**src/rtl/canvas_capture_if.sv**
```systemverilog
// -----------------------------------------------------------------------------
// canvas_capture_if
// Groups the paint controls and the bit-stream handshake of canvas_capture.
//   paint/col/row : paint strobe and 4-bit grid address (valid 0..13)
//   clear         : erase the live bitmap
//   start         : request a snapshot stream
//   bit_ready     : downstream accepts bit_data this cycle
//   bit_data/bit_valid/bit_last : streamed cell value, qualifier, final-bit flag
//   busy          : stream in progress
//   pixel_count   : number of set cells in the live bitmap (0..196)
// master = the side driving paint/stream requests, slave = canvas_capture.
// -----------------------------------------------------------------------------
interface canvas_capture_if;
  logic       paint;
  logic [3:0] col;
  logic [3:0] row;
  logic       clear;
  logic       start;
  logic       bit_ready;
  logic       bit_data;
  logic       bit_valid;
  logic       bit_last;
  logic       busy;
  logic [7:0] pixel_count;

  modport master (
    output paint, col, row, clear, start, bit_ready,
    input  bit_data, bit_valid, bit_last, busy, pixel_count
  );

  modport slave (
    input  paint, col, row, clear, start, bit_ready,
    output bit_data, bit_valid, bit_last, busy, pixel_count
  );
endinterface

```
**src/rtl/canvas_capture.sv**
```systemverilog
// -----------------------------------------------------------------------------
// canvas_capture
// Holds a 14x14 live bitmap painted one cell at a time, tracks how many cells
// are set, and on request streams a frozen snapshot out one bit per transfer
// (row-major, index = row*14 + col) over a valid/ready handshake.
// Ports:
//   CLOCK_50 : system clock, rising edge
//   reset    : synchronous, active-high reset
//   bus      : canvas_capture_if.slave (paint controls + bit stream)
// Build option:
//   CANVAS_DILATE_EN - a paint also sets the in-grid 4-neighbours of the cell.
// -----------------------------------------------------------------------------
module canvas_capture (
  input  logic              CLOCK_50,
  input  logic              reset,
  canvas_capture_if.slave   bus
);
  localparam int unsigned CELLS    = 196;
  localparam logic [7:0]  LAST_IDX = 8'd195;

  typedef enum logic {IDLE, STREAM} state_t;

  state_t           state_q, state_d;
  logic [CELLS-1:0] live_q, live_d;
  logic [CELLS-1:0] snap_q, snap_d;
  logic [7:0]       index_q, index_d;
  logic [7:0]       pixel_count_q, pixel_count_d;

  logic             in_range;
  logic [7:0]       cell_idx;
  logic [CELLS-1:0] paint_mask;
  logic [2:0]       add_count;
  logic             bit_data, bit_valid, bit_last, busy;

  assign in_range = bus.paint && (bus.col < 4'd14) && (bus.row < 4'd14);
  assign cell_idx = {4'd0, bus.row} * 8'd14 + {4'd0, bus.col};

  // Cells touched by this paint, and how many of them are newly set. Only
  // the (at most five) addressed cells are tested, so no wide popcount.
  always_comb begin
    // NOTE: every signal gets a default first so no path leaves it unassigned (no latch).
    paint_mask = '0;
    add_count  = 3'd0;
    if (in_range) begin
      paint_mask[cell_idx] = 1'b1;
      if (!live_q[cell_idx]) add_count = add_count + 3'd1;
`ifdef CANVAS_DILATE_EN
      // Neighbours clipped at the grid edge; no wrap to the adjacent row.
      if (bus.col != 4'd0) begin
        paint_mask[cell_idx - 8'd1] = 1'b1;
        if (!live_q[cell_idx - 8'd1]) add_count = add_count + 3'd1;
      end
      if (bus.col != 4'd13) begin
        paint_mask[cell_idx + 8'd1] = 1'b1;
        if (!live_q[cell_idx + 8'd1]) add_count = add_count + 3'd1;
      end
      if (bus.row != 4'd0) begin
        paint_mask[cell_idx - 8'd14] = 1'b1;
        if (!live_q[cell_idx - 8'd14]) add_count = add_count + 3'd1;
      end
      if (bus.row != 4'd13) begin
        paint_mask[cell_idx + 8'd14] = 1'b1;
        if (!live_q[cell_idx + 8'd14]) add_count = add_count + 3'd1;
      end
`endif
    end
  end

  // Live bitmap: clear has priority over a same-cycle paint.
  always_comb begin
    if (bus.clear) begin
      live_d        = '0;
      pixel_count_d = 8'd0;
    end else begin
      live_d        = live_q | paint_mask;
      pixel_count_d = pixel_count_q + {5'd0, add_count};
    end
  end

  // Stream FSM: snapshot is frozen at start so painting cannot disturb it.
  always_comb begin
    state_d   = state_q;
    snap_d    = snap_q;
    index_d   = index_q;
    bit_data  = 1'b0;
    bit_valid = 1'b0;
    bit_last  = 1'b0;
    busy      = 1'b0;
    case (state_q)
      IDLE: begin
        if (bus.start) begin
          snap_d  = live_q;
          index_d = 8'd0;
          state_d = STREAM;
        end
      end
      STREAM: begin
        busy      = 1'b1;
        bit_valid = 1'b1;
        bit_data  = snap_q[index_q];
        bit_last  = (index_q == LAST_IDX);
        if (bus.bit_ready) begin
          if (index_q == LAST_IDX) state_d = IDLE;
          else                     index_d = index_q + 8'd1;
        end
      end
      default: state_d = IDLE;
    endcase
  end

  always_ff @(posedge CLOCK_50) begin
    if (reset) begin
      // NOTE: the snapshot is a flop array, not a RAM, so it can and must be reset with the rest.
      state_q       <= IDLE;
      live_q        <= '0;
      snap_q        <= '0;
      index_q       <= 8'd0;
      pixel_count_q <= 8'd0;
    end else begin
      // NOTE: non-blocking assignments so every flop samples pre-edge values.
      state_q       <= state_d;
      live_q        <= live_d;
      snap_q        <= snap_d;
      index_q       <= index_d;
      pixel_count_q <= pixel_count_d;
    end
  end

  assign bus.bit_data    = bit_data;
  assign bus.bit_valid   = bit_valid;
  assign bus.bit_last    = bit_last;
  assign bus.busy        = busy;
  assign bus.pixel_count = pixel_count_q;
endmodule
```
**src/flat_wrapper.sv**
```systemverilog
// flat-port wrapper written by rule: the top's interface ports become plain ports
module canvas_capture_flat 
  (CLOCK_50, reset, bus_paint, bus_col, bus_row, bus_clear, bus_start, bus_bit_ready, bus_bit_data, bus_bit_valid, bus_bit_last, bus_busy, bus_pixel_count);
  canvas_capture_if bus_i ();
  input  logic CLOCK_50;
  input  logic reset;
  input wire logic [$bits(bus_i.paint)-1:0] bus_paint;
  input wire logic [$bits(bus_i.col)-1:0] bus_col;
  input wire logic [$bits(bus_i.row)-1:0] bus_row;
  input wire logic [$bits(bus_i.clear)-1:0] bus_clear;
  input wire logic [$bits(bus_i.start)-1:0] bus_start;
  input wire logic [$bits(bus_i.bit_ready)-1:0] bus_bit_ready;
  output wire logic [$bits(bus_i.bit_data)-1:0] bus_bit_data;
  output wire logic [$bits(bus_i.bit_valid)-1:0] bus_bit_valid;
  output wire logic [$bits(bus_i.bit_last)-1:0] bus_bit_last;
  output wire logic [$bits(bus_i.busy)-1:0] bus_busy;
  output wire logic [$bits(bus_i.pixel_count)-1:0] bus_pixel_count;
  assign bus_i.paint = bus_paint;
  assign bus_i.col = bus_col;
  assign bus_i.row = bus_row;
  assign bus_i.clear = bus_clear;
  assign bus_i.start = bus_start;
  assign bus_i.bit_ready = bus_bit_ready;
  assign bus_bit_data = bus_i.bit_data;
  assign bus_bit_valid = bus_i.bit_valid;
  assign bus_bit_last = bus_i.bit_last;
  assign bus_busy = bus_i.busy;
  assign bus_pixel_count = bus_i.pixel_count;
  canvas_capture u_core (.CLOCK_50(CLOCK_50), .reset(reset), .bus(bus_i));
endmodule
```
**config.mk**
```make
export PLATFORM = sky130hd
export DESIGN_NAME = canvas_capture_flat
export DESIGN_NICKNAME = d
export VERILOG_FILES = /design/src/rtl/canvas_capture_if.sv /design/src/rtl/canvas_capture.sv /design/src/flat_wrapper.sv
export SDC_FILE = /design/constraint.sdc
export NUM_CORES = 1
export LEC_CHECK = 0
export BUFFER_PORTS_ARGS = -buffer_cell sky130_fd_sc_hd__buf_4
export CAP_MARGIN = 25
export CORE_ASPECT_RATIO = 1.4
export CORE_MARGIN = 2
export CORE_UTILIZATION = 52
export CTS_CLUSTER_SIZE = 10
export DETAILED_ROUTE_END_ITERATION = 6
export PLACE_DENSITY = 0.65
export SLEW_MARGIN = 20
export SYNTH_ARGS = -nofsm -noshare
export SYNTH_HDL_FRONTEND = slang
export SYNTH_SLANG_ARGS = --single-unit
```
**constraint.sdc**
```tcl
create_clock -name CLOCK_50 -period 5.63 [get_ports CLOCK_50]
set_input_delay 0.563 -clock CLOCK_50 [delete_from_list [all_inputs] [get_ports CLOCK_50]]
set_output_delay 0.563 -clock CLOCK_50 [all_outputs]
set_load 0.005 [all_outputs]
```
==> impl_metrics.env <==
export IMPL_cts_resized_gates=0
export IMPL_clk_path_buf_depth=3
export IMPL_dpl_hpwl_um=32500
export IMPL_syn_avg_cell_area_um2=8.88
export IMPL_drt_first_pass_iters=6
export IMPL_end_kind="flip-flop"
export IMPL_via_per_inst=6.01
export IMPL_port_buffers=25
export IMPL_slew_headroom_pct=26.9
export IMPL_fin_skew_ps=28.4
export IMPL_regToRegStartpoint="u_core.live_q[55]$_SDFF_PP0_"
export IMPL_crit_chain="buf_4 -> inv_1 -> fa_1 -> inv_1 -> ha_1 -> ha_1 -> a21oi_1 -> a21oi_1 -> nor2_1 -> mux4_2 -> nor3_1 -> nor4_2 -> ha_1 -> ha_1 -> nand3_1 -> xor2_1 -> nor2_1"
export IMPL_die_width_um=159
export IMPL_timing_final_crit_period_ps=4550
export IMPL_diodes=0
export IMPL_worstPathRequired_ps=6020
export IMPL_ir_drop_mv=0.238
export IMPL_path_delay_family="adder cells"
export IMPL_synth_flop_cell="dfxtp_1"
export IMPL_pre_cts_ws_ps=575
export IMPL_start_kind="input port"
export IMPL_wl_per_cell_um=21.6
export IMPL_dieArea_um2=35100
export IMPL_clkTransAtPathRegs_ps=50
export IMPL_synthArstFlopShare_pct=0
export IMPL_htree_levels=2
export IMPL_grt_pass1_wl_um=80100
export IMPL_drc_errors=0
export IMPL_synth_seq_cells=409
export IMPL_setup_slack_ps=1080
export IMPL_mostFrequentLayoutCells="nand2_1, dfxtp_1, a21oi_1"
export IMPL_rows=79
export IMPL_crit_top_cell="ha_1"
export IMPL_track_usage_pct=29.1
export IMPL_finalSetupViolations=0
export IMPL_cts_tree="yes"
export IMPL_cts_buffers=46
export IMPL_rr_endpoint="u_core.bus.pixel_count[7]$_SDFF_PP0_"
export IMPL_leakage_nw=6.29
export IMPL_syn_area_um2=17500
export IMPL_hold_path_class="input port to flip-flop"
export IMPL_wl_um=51200
export IMPL_r2r_setup_slack_ps=2640
export IMPL_die_h_um=221
export IMPL_rr_worst_depth=11
export IMPL_crit_arrival_ps=4930
export IMPL_grt_pass1_vias=13700
export IMPL_nets=1960
export IMPL_clock_root_buffer="clkbuf_16"
export IMPL_grt_max_degree=199
export IMPL_fillerInstances=3035
export IMPL_vias=14300
export IMPL_holdPathEnd="u_core.bus.pixel_count[0]$_SDFF_PP0_"
export IMPL_cp_buffers_inverters=3
export IMPL_cts_sinks=409
export IMPL_clk_insertion_delay_late_ps=560
export IMPL_cpMaxStageDelayCell="nor2_1"
export IMPL_drt_iter0_drc=1321
export IMPL_synth_cells=1971
export IMPL_critical_path_class="input port to flip-flop"
export IMPL_antenna_found_initial=0
export IMPL_seq_area_um2=8190
export IMPL_synth_cell_types=64
export IMPL_power_total_mw=6.22
export IMPL_grt_overflow_total=0
export IMPL_rsz0062_at_grt="false"
export IMPL_tightestPinTransition_ps=1090
export IMPL_max_cap_violations=0
export IMPL_hold_buffers=0
export IMPL_layout_drive_gt1_share_pct=13.0
export IMPL_layout_commonest_cell="nand2_1"
export IMPL_area_delta_synth_final_pct=9.71
export IMPL_post_cts_setup_buffers=0
export IMPL_ys_seq_area_share_pct=46.8
export IMPL_fin_hold_ws_ps=345
export IMPL_period_share_pct=80.8
export IMPL_syn_num_nets=2003
export IMPL_max_stage_delay_ps=680
export IMPL_fin_area_um2=19200
export IMPL_hold_viol_final=0
export IMPL_hold_path_depth=3
export IMPL_status="completed"
export IMPL_ant_nets=0
export IMPL_initial_utilization_pct=52.7
export IMPL_ys_warn_count=0
export IMPL_multi_input_area_um2=8620
export IMPL_synth_edf_count=0
export IMPL_maxSlewViolCount=0
export IMPL_core_um2=33200
export IMPL_hp_start="bus_clear"
export IMPL_cp_max_fo=11
export IMPL_finalSetupTns_ps=0
export IMPL_p_per_area_nw_per_um2=324
export IMPL_io_pin_count=26
export IMPL_max_freq_ghz=0.220
export IMPL_globalplace_congestion=0.906
export IMPL_placed_area_um2=18000
[sequential cells by signal, summed over array words and instances (netlist names)]
name and count:
u_core.bus.pixel_count 8, u_core.index_q 8, u_core.live_q 196, u_core.snap_q 196, u_core.state_q 1
[Yosys cell counts (all sizes together), types with 2 or more instances]
cell,instances,area share [%]
and3,7,0.25
nand2b,4,0.14
fa,5,0.57
o31ai,5,0.24
nor3b,2,0.11
ha,13,0.93
xor2,10,0.50
o22ai,3,0.11
o311ai,4,0.20
a21oi,400,11
a31oi,5,0.30
xnor2,10,0.72
nand2,430,9.2
nand4,6,0.21
a311oi,2,0.10
dfxtp,409,47
a211oi,5,0.29
nor2,255,5.6
mux4,97,12
and2,8,0.30
nand3,27,0.77
or2,4,0.14
nor2b,7,0.25
o21ai,11,0.34
a2111oi,2,0.10
or4,2,0.11
inv,16,0.34
mux2i,22,1.3
or3,5,0.18
a22oi,6,0.26
buf,56,1.9
nor4b,2,0.10
a21o,2,0.086
mux2,2,0.13
nor3,11,0.57
clkbuf,103,2.2
[how the worst max path moves through the flow]
stage,start,to,slack [ps],depth (start not counted)
2_1_floorplan,bus_row[0],u_core.bus.pixel_count[5]$_SDFF_PP0_,1420,18
3_3_place_gp,bus_row[1],u_core.bus.pixel_count[7]$_SDFF_PP0_,670,18
3_5_place_dp,bus_row[1],u_core.bus.pixel_count[4]$_SDFF_PP0_,580,17
4_1_cts,bus_row[1],u_core.bus.pixel_count[4]$_SDFF_PP0_,1120,17
5_1_grt,bus_row[2],u_core.bus.pixel_count[4]$_SDFF_PP0_,770,17
6_report,bus_row[1],u_core.bus.pixel_count[4]$_SDFF_PP0_,1080,17
[tightest hold or removal path: cells and delay by family]
kind / cells / cell delay, ps
buffers and inverters: 1 / 90
and+or+nand+nor: 2 / 180
[layer usage]
metal / share of wire (%) / global-route usage, % / vias to the layer above
li1: - / - / 6635
met1: 40 / 36.0 / 7079
met2: 51 / 50.5 / 432
met3: 4.8 / 3.77 / 118
met4: 4.7 / 13.5 / 0
met5: 0 / 0 / -
[through the flow]
| stage | std cells | util, % |
|---|---|---|
| global placement | 2322 | 54.1 |
| finish | 2374 | 57.8 |
| detailed placement | 2325 | 54.3 |
| global route | 2374 | 57.8 |
| CTS | 2374 | 57.8 |
| floorplan | 1971 | - |
[cell families after synthesis]
logic type | count (synthesis) | share of synthesized area (%)
simple gates | 775 | 18.3
xor+xnor | 20 | 1.22
buf+inv | 175 | 4.41
fa+ha+maj | 18 | 1.50
mux | 121 | 13.9
compound gates | 453 | 13.9
flops | 409 | 46.8
[report_power, final]
group / internal, mW / total (mW) / switching (mW)
logic: 0.212 / 0.778 / 0.566
clock network: 1.44 / 2.53 / 1.09
registers: 2.90 / 2.91 / 0.0115
[final cells by class]
cell class                      count  share of cell area [%]
Clock buffer                       48                    6.04
Timing Repair Buffer               68                    3.08
Tap cell                          445                    2.90
Clock inverter                      1                  0.0847
Multi-Input combinational cell   1387                    44.9
Sequential cell                   409                    42.7
Inverter                           16                   0.313
(Power assumes the default switching activity.)
